$ cat src/rtl/cmp_track_pkg.sv
// Shared encodings for the comparator event tracker: debounced state codes and rank ordering.
package cmp_track_pkg;

    typedef enum logic [1:0] {
        ST_UNK   = 2'b00,
        ST_BELOW = 2'b01,
        ST_AT    = 2'b10,
        ST_ABOVE = 2'b11
    } trk_state_e;

    // Encodings are chosen so that rank order matches numeric order (UNK never compared).
    function automatic logic rank_above(input trk_state_e a, input trk_state_e b);
        return (logic'(a > b));
    endfunction

endpackage

$ cat src/rtl/cmp_flag_decode.sv
// Combinational decode of the comparator flag triple into a legal bit and a category.
import cmp_track_pkg::*;

module cmp_flag_decode (
    input  logic       agtb,
    input  logic       aeqb,
    input  logic       altb,
    output logic       legal,
    output trk_state_e cat
);

    always_comb begin
        legal = 1'b1;
        cat   = ST_UNK;
        unique case ({agtb, aeqb, altb})
            3'b100:  cat = ST_ABOVE;
            3'b010:  cat = ST_AT;
            3'b001:  cat = ST_BELOW;
            default: legal = 1'b0;
        endcase
    end

endmodule

$ cat src/rtl/cmp_event_tracker.sv
// Debounced BELOW/AT/ABOVE tracker with rise/fall pulses and a saturating transition counter.
// Build option: define CMP_TRACK_ERR_HOLD_EN to make flag_err sticky until rst.
import cmp_track_pkg::*;

//  state    | meaning
//  ---------+-----------------------------------------------
//  ST_UNK   | no debounced category yet (after reset)
//  ST_BELOW | DEBOUNCE agreeing a<b samples seen
//  ST_AT    | DEBOUNCE agreeing a==b samples seen
//  ST_ABOVE | DEBOUNCE agreeing a>b samples seen
module cmp_event_tracker #(
    parameter int DEBOUNCE = 3,
    parameter int CNT_W    = 8
) (
    input  logic             clk,
    input  logic             rst,
    input  logic             in_valid,
    input  logic             agtb,
    input  logic             aeqb,
    input  logic             altb,
    output logic [1:0]       state,
    output logic             rise_pulse,
    output logic             fall_pulse,
    output logic [CNT_W-1:0] event_cnt,
    output logic             flag_err
);

    localparam int RUN_W = $clog2(DEBOUNCE + 1);

    trk_state_e       state_q, state_d;
    trk_state_e       cand_q, cand_d;
    logic [RUN_W-1:0] run_q, run_d, run_upd;
    logic             legal;
    trk_state_e       cat;
    logic             sample_ok;
    logic             rise_set, fall_set;

    cmp_flag_decode u_decode (
        .agtb  (agtb),
        .aeqb  (aeqb),
        .altb  (altb),
        .legal (legal),
        .cat   (cat)
    );

    assign sample_ok = in_valid & legal;
    assign state     = state_q;

    always_ff @(posedge clk) begin
        if (rst) begin
            state_q <= ST_UNK;
            cand_q  <= ST_UNK;
            run_q   <= '0;
        end else begin
            state_q <= state_d;
            cand_q  <= cand_d;
            run_q   <= run_d;
        end
    end

    always_comb begin
        state_d = state_q;
        cand_d  = cand_q;
        run_d   = run_q;
        run_upd = '0;
        if (sample_ok) begin
            if (cat == state_q) begin
                run_d = '0;
            end else begin
                if (cat == cand_q) begin
                    run_upd = run_q + 1'b1;
                end else begin
                    cand_d  = cat;
                    run_upd = RUN_W'(1);
                end
                // Commit on the DEBOUNCE-th agreeing sample and restart the run.
                if (run_upd == RUN_W'(DEBOUNCE)) begin
                    state_d = cand_d;
                    run_d   = '0;
                end else begin
                    run_d = run_upd;
                end
            end
        end
    end

    always_comb begin
        rise_set = 1'b0;
        fall_set = 1'b0;
        if (state_q != ST_UNK && state_d != state_q) begin
            rise_set = rank_above(state_d, state_q);
            fall_set = rank_above(state_q, state_d);
        end
    end

    always_ff @(posedge clk) begin
        if (rst) begin
            rise_pulse <= 1'b0;
            fall_pulse <= 1'b0;
            event_cnt  <= '0;
        end else begin
            rise_pulse <= rise_set;
            fall_pulse <= fall_set;
            if ((rise_set || fall_set) && event_cnt != '1)
                event_cnt <= event_cnt + 1'b1;
        end
    end

    always_ff @(posedge clk) begin
        if (rst) begin
            flag_err <= 1'b0;
        end else begin
`ifdef CMP_TRACK_ERR_HOLD_EN
            if (in_valid && !legal)
                flag_err <= 1'b1;
`else
            flag_err <= in_valid & ~legal;
`endif
        end
    end

endmodule

$ cat config.mk
export PLATFORM = sky130hd
export DESIGN_NAME = cmp_event_tracker
export DESIGN_NICKNAME = d
export VERILOG_FILES = /design/src/rtl/cmp_track_pkg.sv /design/src/rtl/cmp_flag_decode.sv /design/src/rtl/cmp_event_tracker.sv
export SDC_FILE = /design/constraint.sdc
export NUM_CORES = 1
export LEC_CHECK = 0
export ABC_AREA = 1
export CAP_MARGIN = 0
export CORE_MARGIN = 2
export CORE_UTILIZATION = 45
export CTS_CLUSTER_DIAMETER = 60
export DETAILED_ROUTE_END_ITERATION = 12
export MAX_ROUTING_LAYER = met4
export PLACE_DENSITY = 0.72
export SLEW_MARGIN = 30
export SYNTH_ARGS = -nofsm -noshare
export SYNTH_HDL_FRONTEND = slang
export SYNTH_SLANG_ARGS = --single-unit
$ cat constraint.sdc
create_clock -name clk -period 2.47 [get_ports clk]
set_clock_uncertainty 0.2 [all_clocks]
set_input_delay 0.494 -clock clk [delete_from_list [all_inputs] [get_ports clk]]
set_output_delay 0.494 -clock clk [all_outputs]
set_load 0.01 [all_outputs]
==> flow_metrics.env <==
export IMPL_status="finished, final reports clean"
export IMPL_p_comb_share_pct=18.6
export IMPL_hold_class="register to register"
export IMPL_period_needed_ns=2.35
export IMPL_grt_total_usage_pct=18.9
export IMPL_die_y_um=51.0
export IMPL_antenna_left=0
export IMPL_numPortBuffers=18
export IMPL_drt_pass1_iter_count=4
export IMPL_setup_viol=0
export IMPL_die_w_um=51.0
export IMPL_ys_seq_area_share_pct=34.3
export IMPL_slew_violations=0
export IMPL_overflow=0
export IMPL_drive_above_1_share_pct=30.6
export IMPL_grt_pass1_vias=934
export IMPL_syn_avg_cell_area_um2=6.76
export IMPL_clkSlewWorstSetupHoldPaths_ns=0.09
export IMPL_h_tree_depth=1
export IMPL_grt_antenna_before_repair=0
export IMPL_pre_cts_ws_ns=-0.720
export IMPL_cts_buffers=3
export IMPL_sw_frac_of_total_pct=27.3
export IMPL_placed_cell_area_um2=1270
export IMPL_drt_iter0_markers=14
export IMPL_yosysUniqueCellTypes=23
export IMPL_postRouteWirelength_um=2230
export IMPL_cts_sinks=17
export IMPL_final_core_util_pct=68.2
export IMPL_grt_max_degree=10
export IMPL_cts_tree="yes"
export IMPL_whs_ns=0.268
export IMPL_io_pins=19
export IMPL_dp_hpwl_um=1590
export IMPL_cp_start_kind="primary input"
export IMPL_p_leak_nw=0.606
export IMPL_tightest_slew_ns=0.276
export IMPL_fin_nets=193
export IMPL_sequentialPowerShare_pct=53.1
export IMPL_diodes=0
export IMPL_relSlewSlack_pct=81.5
export IMPL_worstPathRequired_ns=2.46
export IMPL_wl_per_cell_um=10.6
export IMPL_max_cap_violations=0
export IMPL_viasPerCell=4.89
export IMPL_ys_seq_elements=17
export IMPL_tns_ns=0
export IMPL_start_util_pct=46.2
export IMPL_p_per_area_nw_per_um2=361
export IMPL_clockPowerShare_pct=28.3
export IMPL_final_hold_viol_count=0
export IMPL_power_internal_w=0.000385
export IMPL_ir_worst_vdd_mv=0.354
export IMPL_max_freq_ghz=0.426
export IMPL_drcViolationCount=0
export IMPL_path_class="primary input to register"
export IMPL_yosysWarnings=0
export IMPL_synth_nets=156
export IMPL_clockRootBuffer="clkbuf_4"
export IMPL_fin_area_um2=1470
export IMPL_die_area_um2=2600
export IMPL_synthCells=147
export IMPL_rows=17
export IMPL_setup_ws_ns=0.123
export IMPL_path_max_fanout=5
export IMPL_place_gp_congestion=0.911
export IMPL_crit_arrival_ns=2.34
export IMPL_fin_crit_sh_pct=95.0
export IMPL_synth_area_um2=993
export IMPL_vias=1032
export IMPL_fillers=187
export IMPL_clk_latency_ns=0.29
export IMPL_area_growth_pct=47.5
export IMPL_core_um2=2150
export IMPL_power_switching_w=0.000144
export IMPL_clockBufferDepth=2
export IMPL_cp_end_kind="register"
export IMPL_grt_pass1_wl_um=3680
[synthesized netlist by cell type]
cell / n / area share [%]
nor3_2: 1 / 1.0
inv_2: 1 / 0.38
nor2_2: 1 / 0.63
a21oi_2: 2 / 1.8
nand2_4: 1 / 1.1
nor2_1: 22 / 8.3
clkbuf_1: 1 / 0.38
o21ai_0: 4 / 2.0
dfxtp_1: 17 / 34
nand4_1: 1 / 0.63
nor2_4: 2 / 2.3
xnor2_1: 1 / 0.88
nor3b_1: 1 / 0.76
o21ai_2: 1 / 0.88
a21oi_4: 1 / 1.6
nand2_2: 13 / 8.2
nor3_1: 3 / 1.5
nand2_1: 30 / 11
nand3_1: 13 / 6.5
ha_1: 3 / 3.8
o21ai_1: 1 / 0.50
a21oi_1: 8 / 4.0
inv_1: 19 / 7.2
[timing repair]
action,CTS,global route
hold buffers,0,0
resized for setup,23,23
setup endpoints to repair,8,7
pin swaps,11,14
setup buffers,2,4
[through the flow]
stage | std cells | total power [W]
after CTS | 207 | 0.000520
after global placement | 201 | 0.000367
after global routing | 211 | 0.000555
after floorplan | 147 | 0.000338
after detailed placement | 201 | 0.000368
final | 211 | 0.000529
[worst paths after layout]
path	from	endpoint	slack, ns	cells past startpoint
max reg2reg	cand_q[1]	event_cnt[1]	0.23	14
min	run_q[0]	run_q[0]	0.27	2
max	agtb	event_cnt[1]	0.12	16
min reg2reg	run_q[0]	run_q[0]	0.27	2
[worst max-delay path: stages]
cell and delay (ns):
buf_4 0.14, inv_2 0.08, nand3_1 0.10, nand3_2 0.10, nand2_2 0.08, nor2_4 0.14
nand2_2 0.09, nand2_2 0.09, nand2_4 0.06, ha_4 0.25, a21oi_4 0.18, nand2_4 0.11
buf_4 0.15, buf_4 0.12, o21ai_1 0.11, nor2_1 0.05
[placed cells by master, fill, tap and decap left out, drive strengths merged]
master	synthesis	final
inv	20	20
xnor2	1	1
dfxtp	17	17
nor2	25	25
ha	3	3
nand2	44	44
nand4	1	1
nand3	13	13
o21ai	6	6
nor3	4	4
clkbuf	1	4
dlygate4sd2	0	1
buf	0	18
clkdlybuf4s50	0	14
nor3b	1	1
a21oi	11	11
[cells by family (layout without fill, tap and decap cells)]
logic type / after synthesis / after routing / share of synthesized area (%)
buffers and inverters: 21 / 57 / 7.93
AND/OR/NAND/NOR: 88 / 88 / 42.3
XOR/XNOR: 1 / 1 / 0.882
flip-flops: 17 / 17 / 34.3
adder cells (fa/ha/maj): 3 / 3 / 3.78
AO/OA/AOI/OAI: 17 / 17 / 10.8
[area by class of cell]
type | instances | area (µm²) | area share [%]
multi-input combinational | 109 | 694 | 47.4
inverter | 20 | 77.6 | 5.29
timing repair buffer | 33 | 292 | 19.9
tap | 28 | 35.0 | 2.39
sequential | 17 | 340 | 23.2
clock buffer | 4 | 26.3 | 1.79
[state kept, by name (all words and copies together), names as in the netlist]
signal	flops
cand_q	2
fall_pulse	1
rise_pulse	1
run_q	2
event_cnt	8
flag_err	1
state	2
[power by group through the flow]
stage	clock [W]	combinational (W)	sequential, W
after global placement	0	0.0000801	0.000287
after detailed placement	0	0.0000814	0.000287
final	0.000149	0.0000983	0.000281
after floorplan	0	0.0000512	0.000287
after CTS	0.000155	0.0000842	0.000281
after global routing	0.000166	0.000108	0.000282
[layer usage]
layer,vias up,track usage (%),part of all wire [%]
met5,-,-,0
met4,0,5.41,1.7
met3,5,3.51,3.5
met2,23,31.8,48
met1,469,23.2,46
li1,535,-,-
Note: power is estimated with default switching activity, not from simulation.
